===== config.mk =====
export PLATFORM = sky130hd
export DESIGN_NAME = gcode_cmd_sequencer
export DESIGN_NICKNAME = d
export VERILOG_FILES = /design/src/rtl/scara_pkg.sv /design/src/rtl/gcode_cmd_sequencer.sv
export SDC_FILE = /design/constraint.sdc
export NUM_CORES = 1
export LEC_CHECK = 0
export CORE_MARGIN = 2
export CORE_UTILIZATION = 45
export CTS_BUF_LIST = sky130_fd_sc_hd__clkbuf_2 sky130_fd_sc_hd__clkbuf_4 sky130_fd_sc_hd__clkbuf_8
export CTS_CLUSTER_DIAMETER = 200
export DETAILED_ROUTE_END_ITERATION = 16
export PLACE_DENSITY_LB_ADDON = 0.12
export RECOVER_POWER = 25
export SYNTH_ARGS = -nofsm -noshare
export SYNTH_HDL_FRONTEND = slang
export SYNTH_SLANG_ARGS = --single-unit

===== constraint.sdc =====
create_clock -name clk -period 5.3 [get_ports clk]
set_input_delay 1.59 -clock clk [delete_from_list [all_inputs] [get_ports clk]]
set_output_delay 1.59 -clock clk [all_outputs]
set_load 0.05 [all_outputs]

===== src/rtl/scara_pkg.sv =====
// Shared definitions for the SCARA G-code path: command opcode encoding,
// command-word field positions, sequencer state encoding and opcode legality.
package scara_pkg;

  typedef enum logic [3:0] {
    CMD_G00 = 4'd0,
    CMD_G01 = 4'd1,
    CMD_G20 = 4'd2,
    CMD_G21 = 4'd3,
    CMD_G90 = 4'd4,
    CMD_G91 = 4'd5,
    CMD_M2  = 4'd6,
    CMD_M6  = 4'd7,
    CMD_M72 = 4'd8
  } cmd_code_t;

  localparam int CMD_MSB = 31;
  localparam int CMD_LSB = 28;
  localparam int X_MSB   = 27;
  localparam int X_LSB   = 14;
  localparam int Y_MSB   = 13;
  localparam int Y_LSB   = 0;

  typedef enum logic [2:0] {
    ST_IDLE      = 3'd0,
    ST_FETCH     = 3'd1,
    ST_WAIT_DATA = 3'd2,
    ST_PRESENT   = 3'd3,
    ST_DONE      = 3'd4,
    ST_ERROR     = 3'd5
  } seq_state_t;

  // Codes above M72 are unassigned and must stop the program.
  function automatic logic is_legal_cmd(input logic [3:0] code);
    return (code <= 4'd8);
  endfunction

endpackage


===== src/rtl/gcode_cmd_sequencer.sv =====
// G-code command sequencer: walks the command RAM from address 0, presents
// each legal command to the controller with a valid/ready handshake and
// stops on M2, on reaching the latched program length, on an illegal opcode
// or on block. All outputs are registered from the next-state decode.
module gcode_cmd_sequencer
  import scara_pkg::*;
#(
  parameter int ADDR_W = 8
) (
  input  logic              clk,
  input  logic              reset,
  input  logic              start,
  input  logic              block,
  input  logic [ADDR_W:0]   prog_len,
  output logic              mem_rd_en,
  output logic [ADDR_W-1:0] mem_addr,
  input  logic [31:0]       mem_rdata,
  input  logic              controller_ready,
  output logic              cmd_valid,
  output logic [3:0]        cmd,
  output logic [13:0]       x_value,
  output logic [13:0]       y_value,
  output logic [ADDR_W:0]   pc,
  output logic              busy,
  output logic              done,
  output logic              error
);

  seq_state_t          r_state;
  seq_state_t          w_state_nxt;
  logic [ADDR_W:0]     r_pc;
  logic [ADDR_W:0]     w_pc_nxt;
  logic [ADDR_W:0]     w_pc_inc;
  logic [ADDR_W:0]     r_len;
  logic [ADDR_W:0]     w_len_nxt;
  logic                w_load_fields;
  logic [3:0]          w_op;
  logic [3:0]          r_cmd;
  logic [13:0]         r_x;
  logic [13:0]         r_y;
  logic                r_mem_rd_en;
  logic [ADDR_W-1:0]   r_mem_addr;
  logic                r_cmd_valid;
  logic                r_busy;
  logic                r_done;
  logic                r_error;

  assign w_op     = mem_rdata[CMD_MSB:CMD_LSB];
  assign w_pc_inc = r_pc + {{ADDR_W{1'b0}}, 1'b1};

  // Next-state, program counter and length-latch decisions.
  always_comb begin
    w_state_nxt   = r_state;
    w_pc_nxt      = r_pc;
    w_len_nxt     = r_len;
    w_load_fields = 1'b0;
    if (block) begin
      w_state_nxt = ST_IDLE;
    end else begin
      case (r_state)
        ST_IDLE, ST_DONE, ST_ERROR: begin
          if (start) begin
            w_len_nxt   = prog_len;
            w_pc_nxt    = '0;
            w_state_nxt = (prog_len == '0) ? ST_DONE : ST_FETCH;
          end else begin
            w_state_nxt = r_state;
          end
        end
        ST_FETCH: begin
          w_state_nxt = ST_WAIT_DATA;
        end
        ST_WAIT_DATA: begin
          w_load_fields = 1'b1;
          if (!is_legal_cmd(w_op)) begin
            w_state_nxt = ST_ERROR;
          end else if (w_op == CMD_M2) begin
            w_state_nxt = ST_DONE;
          end else begin
            w_state_nxt = ST_PRESENT;
          end
        end
        ST_PRESENT: begin
          if (controller_ready) begin
            w_pc_nxt    = w_pc_inc;
            w_state_nxt = (w_pc_inc == r_len) ? ST_DONE : ST_FETCH;
          end else begin
            w_state_nxt = ST_PRESENT;
          end
        end
        default: begin
          w_state_nxt = ST_IDLE;
        end
      endcase
    end
  end

  // State, counters, command fields and registered output decode.
  always_ff @(posedge clk or posedge reset) begin
    if (reset) begin
      r_state     <= ST_IDLE;
      r_pc        <= '0;
      r_len       <= '0;
      r_cmd       <= 4'd0;
      r_x         <= 14'd0;
      r_y         <= 14'd0;
      r_mem_rd_en <= 1'b0;
      r_mem_addr  <= '0;
      r_cmd_valid <= 1'b0;
      r_busy      <= 1'b0;
      r_done      <= 1'b0;
      r_error     <= 1'b0;
    end else begin
      r_state <= w_state_nxt;
      r_pc    <= w_pc_nxt;
      r_len   <= w_len_nxt;
      if (w_load_fields) begin
        r_cmd <= w_op;
        r_x   <= mem_rdata[X_MSB:X_LSB];
        r_y   <= mem_rdata[Y_MSB:Y_LSB];
      end
      if (w_state_nxt == ST_FETCH) begin
        r_mem_addr <= w_pc_nxt[ADDR_W-1:0];
      end
      r_mem_rd_en <= (w_state_nxt == ST_FETCH);
      r_cmd_valid <= (w_state_nxt == ST_PRESENT);
      r_busy      <= (w_state_nxt == ST_FETCH) || (w_state_nxt == ST_WAIT_DATA) ||
                     (w_state_nxt == ST_PRESENT);
      r_done      <= (w_state_nxt == ST_DONE);
      r_error     <= (w_state_nxt == ST_ERROR);
    end
  end

  assign mem_rd_en = r_mem_rd_en;
  assign mem_addr  = r_mem_addr;
  assign cmd_valid = r_cmd_valid;
  assign cmd       = r_cmd;
  assign x_value   = r_x;
  assign y_value   = r_y;
  assign pc        = r_pc;
  assign busy      = r_busy;
  assign done      = r_done;
  assign error     = r_error;

endmodule


Yosys cells after proc, flatten, opt, wreduce, memory -nomap -nowiden
Index checks and enable logic that the tools add are counted.
- magnitude comparators: 1
- reduce and logical (&&, ||, !) cells: 8
- $add $sub $neg: 1
- eq/ne operators: 14
- bitwise logic cells: 1
- multiplexer cells: 14
- operators by type and width (kind ; count):
    two-way mux 3 bit ; 7
    two-way mux 9 bit ; 2
    case mux 9 bit (2 select lines) ; 1
    equality test 3 x 2 -> 1 bit, second input constant ; 4
    equality test 3 bit, second input constant ; 4
    case mux 3 bit (4 select lines) ; 1
    adder 9 x 1 -> 9 bit, second input constant ; 1
    equality test 9 bit ; 1
    logical NOT 9 bit ; 1
    two-way mux 8 bit ; 1
    equality test 3 x 1 -> 1 bit, second input constant ; 2
    equality test 4 x 3 -> 1 bit, second input constant ; 1
    <= comparator 4 bit, second input constant ; 1
    != test 2 bit, second input constant ; 2
    AND reduction 4 bit ; 1
    logical NOT 3 bit ; 1
    AND reduction 3 bit ; 1
    OR reduction 3 bit ; 1
    logical OR 1 bit ; 2
    two-way mux 1 bit ; 2
    nonzero test 2 bit ; 1
    inverter 1 bit ; 1
- output and inout port bits: 54
- register bits: 66
- bits of input ports: 46

Logic depth before layout (Yosys ltp)
Gate-level depths: netlist of the first run.
- word-level depth: 9
- depth in mapped cells: 8
- gate-level depth less buffers: 7

Least setup slack after synthesis of the first run
Ideal clock, no wire load.
- kind: input to register
- from: in prog_len[3]
- to: reg r_mem_addr[0] (netlist: mem_addr[0])
- arrival: 3.336 ns
- path slack: 1.840 ns
- setup time: 0.125 ns
- required time: 5.175 ns
- buffers on the path: 0
- cell stages on the path: 6
- path through: nor4_1 nand4_1 a22oi_1 a2111oi_2 a221oi_4 mux2_2
- cells in the longest elaborated chain, start to end: 6
- ends and longest elaborated chain (item ; RTL line ; text):
    start, declared ; gcode_cmd_sequencer.sv:14 ; input logic [ADDR_W:0] prog_len,
    logical NOT 9 bit ; gcode_cmd_sequencer.sv:65 ; w_state_nxt = (prog_len == '0) ? ST_DONE : ST_FETCH;
    two-way mux 3 bit ; gcode_cmd_sequencer.sv:65 ;
    two-way mux 3 bit ; gcode_cmd_sequencer.sv:62 ; if (start) begin
    case mux 3 bit (4 select lines) ; gcode_cmd_sequencer.sv:60 ; case (r_state)
    two-way mux 3 bit ; gcode_cmd_sequencer.sv:57 ; if (block) begin
    equality test 3 x 1 -> 1 bit ; gcode_cmd_sequencer.sv:122 ; if (w_state_nxt == ST_FETCH) begin
    end signal, assigned ; gcode_cmd_sequencer.sv:123 ; r_mem_addr <= w_pc_nxt[ADDR_W-1:0];
    end, declared ; gcode_cmd_sequencer.sv:42 ; logic [ADDR_W-1:0] r_mem_addr;
Every way passes these cells.
A chain may end at the register's enable or synchronous reset.

==> run summary, run 1 <==
type of origin of the critical path: primary input
largest net degree at the start of global routing: 40
Clock power frac: 20.5%
number of global-route vias before repair: 2180
initial antenna violation count: 0
DRT Pass-1 Iters: 4
power per cell area: 498 mW/mm^2
layout cells sized above 1: 22.1%
yosys warns: 0
DRC viols: 0
outcome: finished, violations left
syn nets: 298
Met2 Wirelength: 3300 microns
worst hold slack: 0.504 ns
WL final: 6840 microns
Cell Area, Synth: 0.00309 sq mm
fin area: 0.00433 sq mm
placed cell area: 0.00413 sq mm
wire per inst: 15.8 microns
ANT nets after route: 0
Hold Path Class: register to register
Data arrival, critical path: 4.34 ns
area of the core: 0.00672 sq mm
Clk Tree Root Cell: clkbuf_8
Placer Congestion: 0.896
crit path max fanout: 39
CTS tree: done
global-route wire length before repair: 10800 microns
Starting DRT DRC Count: 96
Max clock buf depth: 2
Slew headroom: -0.197%
crit path capture type: asynchronous set/reset pin
die area: 0.00756 sq mm
EDFF count, synth: 0
Worst-Margin Slew: 1.50 ns
IO Pins: 100
R2R setup slack: 2.32 ns
RSZ-0062 raised after global routing: no
Post-CTS Setup Inserts: 0
Synth Flop Type: dfrtp_1
failing checks: max-capacitance violations, max-slew violations
most frequent cells in the layout: clkdlybuf4s50_1 (98), dfrtp_1 (66), mux2_2 (49)
Setup CP Type: primary input to asynchronous set/reset pin
register area: 0.00165 sq mm
commonest non-fill, non-tap cell in the layout: clkdlybuf4s50_1
Final Slew Violations: 28
Combinational Power Share: 45.7%
worst r2r src: pc[0]$_DFF_PP0_
Initial Utilization: 46.1%
P&R area growth vs syn: 40.0%
grt ovf: 0
final worst-path cycle share: 78.5%
switching pwr: 0.884 mW
die height: 86.9 microns
FF-to-FF End: mem_addr[6]$_DFFE_PP0P_
Max Fclk: 0.240 GHz
min Tclk post-route: 4.16 ns
vias per std cell: 5.32
CTS buffer count: 9
Avg Inst Size Synth: 12.3 sq um
Sw Ratio: 41.0%
Max Clock Skew: 0.0109 ns
highest routed layer: met4
#FFs+latches synth: 66
power share of the sequential group: 33.8%
share of synthesized registers carrying an async set or reset: 100%
setup tns final: 0 ns
setup violators final: 0
Multi-input gate area: 0.00135 sq mm
Total GRT Usage: 18.9%
Netlist cell types: 47
CTS H-tree lvls: 3
DR vias: 2304
final worst slack: 1.14 ns
Port Buffers: 99
# fillers: 538
worst path required time: 5.48 ns
final hold vios: 0
Sink Count: 66
cts hold-fix bufs: 0
# diodes: 0
fin nets: 395
clk_lat worst skew: 0.34 ns
Max IR drop VDD: 291 uV
PostCTS Resize Cnt: 0
Seq/Total Area, Yosys: 53.4%
wl on met1: 3010 microns
Clk pin slew, worst setup/hold paths: 0.07 ns
MaxCap Viol Count: 1
site row count: 30
HPWL after DPL: 5070 microns
Critical Path End: mem_addr[5]$_DFFE_PP0P_
Place WS: 0.905 ns
Internal Power: 1.27 mW
Synth Instances: 251
routed wl met3: 394 microns
Chip Width: 86.9 microns
r2r worst-path depth: 7
crit path launch: reset
LEAKAGE: 1.77 nW
==> synth_stat cells (2+ instances only) <==
cell,n,area share (%)
a21o_1,2,0.49
a21oi_1,7,1.1
a22oi_1,2,0.49
and3_1,2,0.40
and4_1,2,0.57
buf_1,3,0.36
buf_2,2,0.32
buf_4,5,1.2
clkbuf_1,5,0.61
dfrtp_1,66,53
inv_1,4,0.49
mux2_2,49,18
nand2_1,11,1.3
nand3_1,8,1.3
nand4_1,3,0.61
nand4b_1,2,0.57
nor2_1,11,1.3
nor2b_1,6,1.2
nor3_1,5,0.81
nor3b_1,2,0.49
o21ai_0,13,2.1
o31ai_1,3,0.73
or2_2,3,0.61
xnor2_1,8,2.3
xor2_1,5,1.4
==> worst min-delay path by stage <==
stage,slack (ns),to,cells past startpoint,start
finish,0.50,x_value[11]$_DFFE_PP0P_,1,x_value[11]$_DFFE_PP0P_
global placement,0.49,y_value[13]$_DFFE_PP0P_,1,y_value[13]$_DFFE_PP0P_
detailed placement,0.49,x_value[4]$_DFFE_PP0P_,1,x_value[4]$_DFFE_PP0P_
global route,0.52,x_value[6]$_DFFE_PP0P_,1,x_value[6]$_DFFE_PP0P_
floorplan,0.50,r_len[0]$_DFFE_PP0P_,1,r_len[0]$_DFFE_PP0P_
CTS,0.51,x_value[11]$_DFFE_PP0P_,1,x_value[11]$_DFFE_PP0P_
==> power groups by stage <==
stage | Combinational [mW] | Sequential, mW | Clock, mW
floorplan | 0.206 | 1.18 | 0
global placement | 0.987 | 0.733 | 0
detailed placement | 0.995 | 0.741 | 0
CTS | 0.997 | 0.732 | 0.449
global route | 1.03 | 0.748 | 0.474
finish | 0.987 | 0.729 | 0.442
==> cell type report <==
cell class	instances	share of cell area [%]
Timing Repair Buffer	101	23.1
Multi-Input combinational cell	166	31.2
Sequential cell	66	38.1
Clock inverter	4	1.16
Clock buffer	12	3.67
Inverter	4	0.347
Tap cell	80	2.31
==> through the flow <==
stage / power (mW) / cells / util, %
after detailed placement: 1.74 / 417 / 61.4
after floorplan: 1.39 / 251 / -
after global placement: 1.72 / 417 / 61.4
after CTS: 2.18 / 433 / 64.5
after global routing: 2.25 / 433 / 64.5
final: 2.16 / 433 / 64.5
==> cell families (layout without fill, tap and decap cells) <==
logic type	after synthesis	in the layout	share of synthesized area, %
flip-flops	66	66	53.4
AND/OR/NAND/NOR	61	61	11.0
multiplexers	50	50	18.2
AO/OA/AOI/OAI	40	40	9.91
buffers and inverters	19	121	2.99
XOR/XNOR	14	14	4.21
adder cells (fa/ha/maj)	1	1	0.404
==> state kept, by name, indices dropped and copies added (netlist names) <==
register / count
x_value: 14
y_value: 14
pc: 9
r_len: 9
mem_addr: 8
cmd: 4
r_state: 3
busy: 1
cmd_valid: 1
done: 1
error: 1
mem_rd_en: 1
==> worst max-delay path: stages <==
cell	delay, ns
dlygate4sd3_1	0.53
inv_1	1.04
clkbuf_1	1.17
==> routing by layer <==
metal / vias up / track usage [%]
met2: 76 / 28.0
li1: 1091 / -
met4: 0 / 9.38
met5: - / 0
met3: 11 / 4.83
met1: 1126 / 25.9
Note: power is estimated with default switching activity, not from simulation.
==> inputs of run 2 (changes only) <==
==> constraint.sdc (replaced) <==
create_clock -name clk -period 4.3 [get_ports clk]
set_input_delay 1.29 -clock clk [delete_from_list [all_inputs] [get_ports clk]]
set_output_delay 1.29 -clock clk [all_outputs]
set_load 0.05 [all_outputs]
==> run 2 against run 1 <==
The flow finishes with violations (max-capacitance violations). Final cell count increased by 0.46%. Register-to-register slack worse by 1.0 ns. Sequential share of layout area fell by 0.14 points. Non-clock buffer count up 2. Hold slack better by 0.0040 ns. First-iteration DRC count rose by 50%. Clock skew increased by 0.0026 ns. Global-route usage grew 0.34 points. Sequential power grew 23%. Critical endpoint is now mem_addr[6]$_DFFE_PP0P_. Largest power group unchanged.
==> run summary, run 2 (synthesis gave the netlist of run 1 again) <==
outcome: finished, violations left
failing checks: max-capacitance violations
HPWL after DPL: 4960 microns (-2.2%)
number of global-route vias before repair: 2187 (+0.32%)
ANT nets after route: 0 (unchanged)
worst hold slack: 0.508 ns (+0.00398 ns)
min Tclk post-route: 3.55 ns
largest net degree at the start of global routing: 33 (-18%)
Max stage delay cell, worst path: a221oi_4
Max clock buf depth: 2 (unchanged)
clk_lat worst skew: 0.35 ns (about the same)
final worst-path cycle share: 82.5%
final hold vios: 0 (unchanged)
DR vias: 2335 (+1.3%)
WL final: 6850 microns (about the same)
most frequent cells in the layout: clkdlybuf4s50_1 (98), dfrtp_1 (66), mux2_2 (49)
die height: 86.9 microns (unchanged)
CTS buffer count: 9 (unchanged)
Placer Congestion: 0.887 (-0.97%)
DRT Pass-1 Iters: 4 (unchanged)
Hold Path Class: register to register
wire per inst: 15.7 microns (-0.37%)
CTS tree: done
fin nets: 397 (+0.51%)
initial antenna violation count: 0 (unchanged)
crit-path leading delay family: compound AO/OA/AOI/OAI gates
RSZ-0062 raised after global routing: no
crit path max fanout: 9 (-77%)
Slew headroom: 0.223% (+0.42 points)
vias per std cell: 5.37 (+0.88%)
power per cell area: 613 mW/mm^2 (+23%)
Setup CP Type: primary input to register
Starting DRT DRC Count: 144 (+50%)
routed wl met3: 422 microns (+7.1%)
setup tns final: 0 ns (unchanged)
cts hold-fix bufs: 0 (unchanged)
MaxCap Viol Count: 1 (unchanged)
layout cells sized above 1: 22.3% (+0.16 points)
setup violators final: 0 (unchanged)
Final Slew Violations: 0 (-100%)
worst path required time: 4.52 ns (-0.96 ns)
IO Pins: 100 (unchanged)
Sink Count: 66 (unchanged)
commonest non-fill, non-tap cell in the layout: clkdlybuf4s50_1
Clk Tree Root Cell: clkbuf_8
CTS H-tree lvls: 3 (unchanged)
Worst-Margin Slew: 1.50 ns (-0.00630 ns)
Max IR drop VDD: 381 uV (+31%)
# diodes: 0 (unchanged)
global-route wire length before repair: 11000 microns (+2.0%)
WP buf/inv: 1 (-2)
Max Fclk: 0.282 GHz
Port Buffers: 99 (unchanged)
grt ovf: 0 (unchanged)
crit-path max cell delay: 0.60 ns (-0.57 ns)
Post-CTS Setup Inserts: 0 (unchanged)
Chip Width: 86.9 microns (unchanged)
Clk pin slew, worst setup/hold paths: 0.07 ns (about the same)
Initial Utilization: 46.1% (unchanged)
wl on met1: 3170 microns (+5.5%)
Data arrival, critical path: 3.77 ns (-0.57 ns)
area of the core: 0.00672 sq mm (unchanged)
Max Clock Skew: 0.0135 ns (+0.00258 ns)
Total GRT Usage: 19.3% (+0.34 points)
PostCTS Resize Cnt: 0 (unchanged)
P&R area growth vs syn: 40.5%
LEAKAGE: 1.78 nW (+0.32%)
type of origin of the critical path: primary input
Met2 Wirelength: 3160 microns (-4.2%)
Critical Path, Cell by Cell: clkdlybuf4s50_1 > nor4_1 > nand3_1 > a211oi_1 > a21oi_1 > a221oi_4 > mux2_2
crit path capture type: register
highest routed layer: met4
DRC viols: 0 (unchanged)
die area: 0.00756 sq mm (unchanged)
site row count: 30 (unchanged)
run 2: cell count changes in the layout (fill, tap and decap cells not counted):
cell	before	now
clkbuf_1	1	2
clkinv_4	0	2
buf_4	1	2
clkinv_2	1	0
clkbuf_4	1	0
run 2: layer usage:
metal	track usage (%)	up-vias
li1	-	1096
met1	27.3	1152
met2	27.7	80
met3	5.78	7
met4	7.81	0
met5	0	-
run 2: worst paths after layout:
| kind | startpoint | to | slack [ns] | depth (start not counted) |
|---|---|---|---|---|
| max in group asynchronous | reset | pc[7]$_DFF_PP0_ | 0.84 | 3 |
| setup reg to reg | pc[0]$_DFF_PP0_ | mem_addr[6]$_DFFE_PP0P_ | 1.29 | 7 |
| hold reg to reg | x_value[12]$_DFFE_PP0P_ | x_value[12]$_DFFE_PP0P_ | 0.51 | 1 |
| hold / removal | x_value[12]$_DFFE_PP0P_ | x_value[12]$_DFFE_PP0P_ | 0.51 | 1 |
| min in group asynchronous | reset | x_value[11]$_DFFE_PP0P_ | 1.57 | 2 |
| setup / recovery | prog_len[3] | mem_addr[6]$_DFFE_PP0P_ | 0.75 | 7 |
run 2: layout make-up:
type / count / area (sq um)
inverters: 4 / 15.0
clock inverters: 5 / 62.6
multi-input cells: 166 / 1350
repair buffers: 103 / 1010
fillers: 543 / 2370
flip-flops and latches: 66 / 1650
clock buffers: 11 / 151
well taps: 80 / 100
run 2: report_power, final:
part / internal (mW) / total [mW] / leakage [nW] / switching, mW
registers: 0.800 / 0.896 / 0.840 / 0.0962
clock network: 0.301 / 0.550 / 0.102 / 0.248
logic: 0.466 / 1.22 / 0.838 / 0.751
total: 1.57 / 2.66 / 1.78 / 1.10
run 2: worst reg2reg max path: stages (launching register included):
cell	delay, ns
dfrtp_1	0.53
ha_1	0.38
nand3_1	0.22
xnor2_1	0.22
a2111oi_4	0.33
o2111ai_2	0.23
a221oi_4	0.56
mux2_2	0.40
run 2: stage by stage:
step,std cells,area [sq um],total power [mW],setup slack (ns),util (%)
4_1_cts,435,4350,2.69,0.787,64.8
3_5_place_dp,419,4140,2.14,0.425,61.6
3_3_place_gp,419,4140,2.12,0.435,61.6
2_1_floorplan,251,3090,1.71,1.14,-
5_1_grt,435,4350,2.79,0.353,64.7
6_report,435,4350,2.66,0.753,64.7
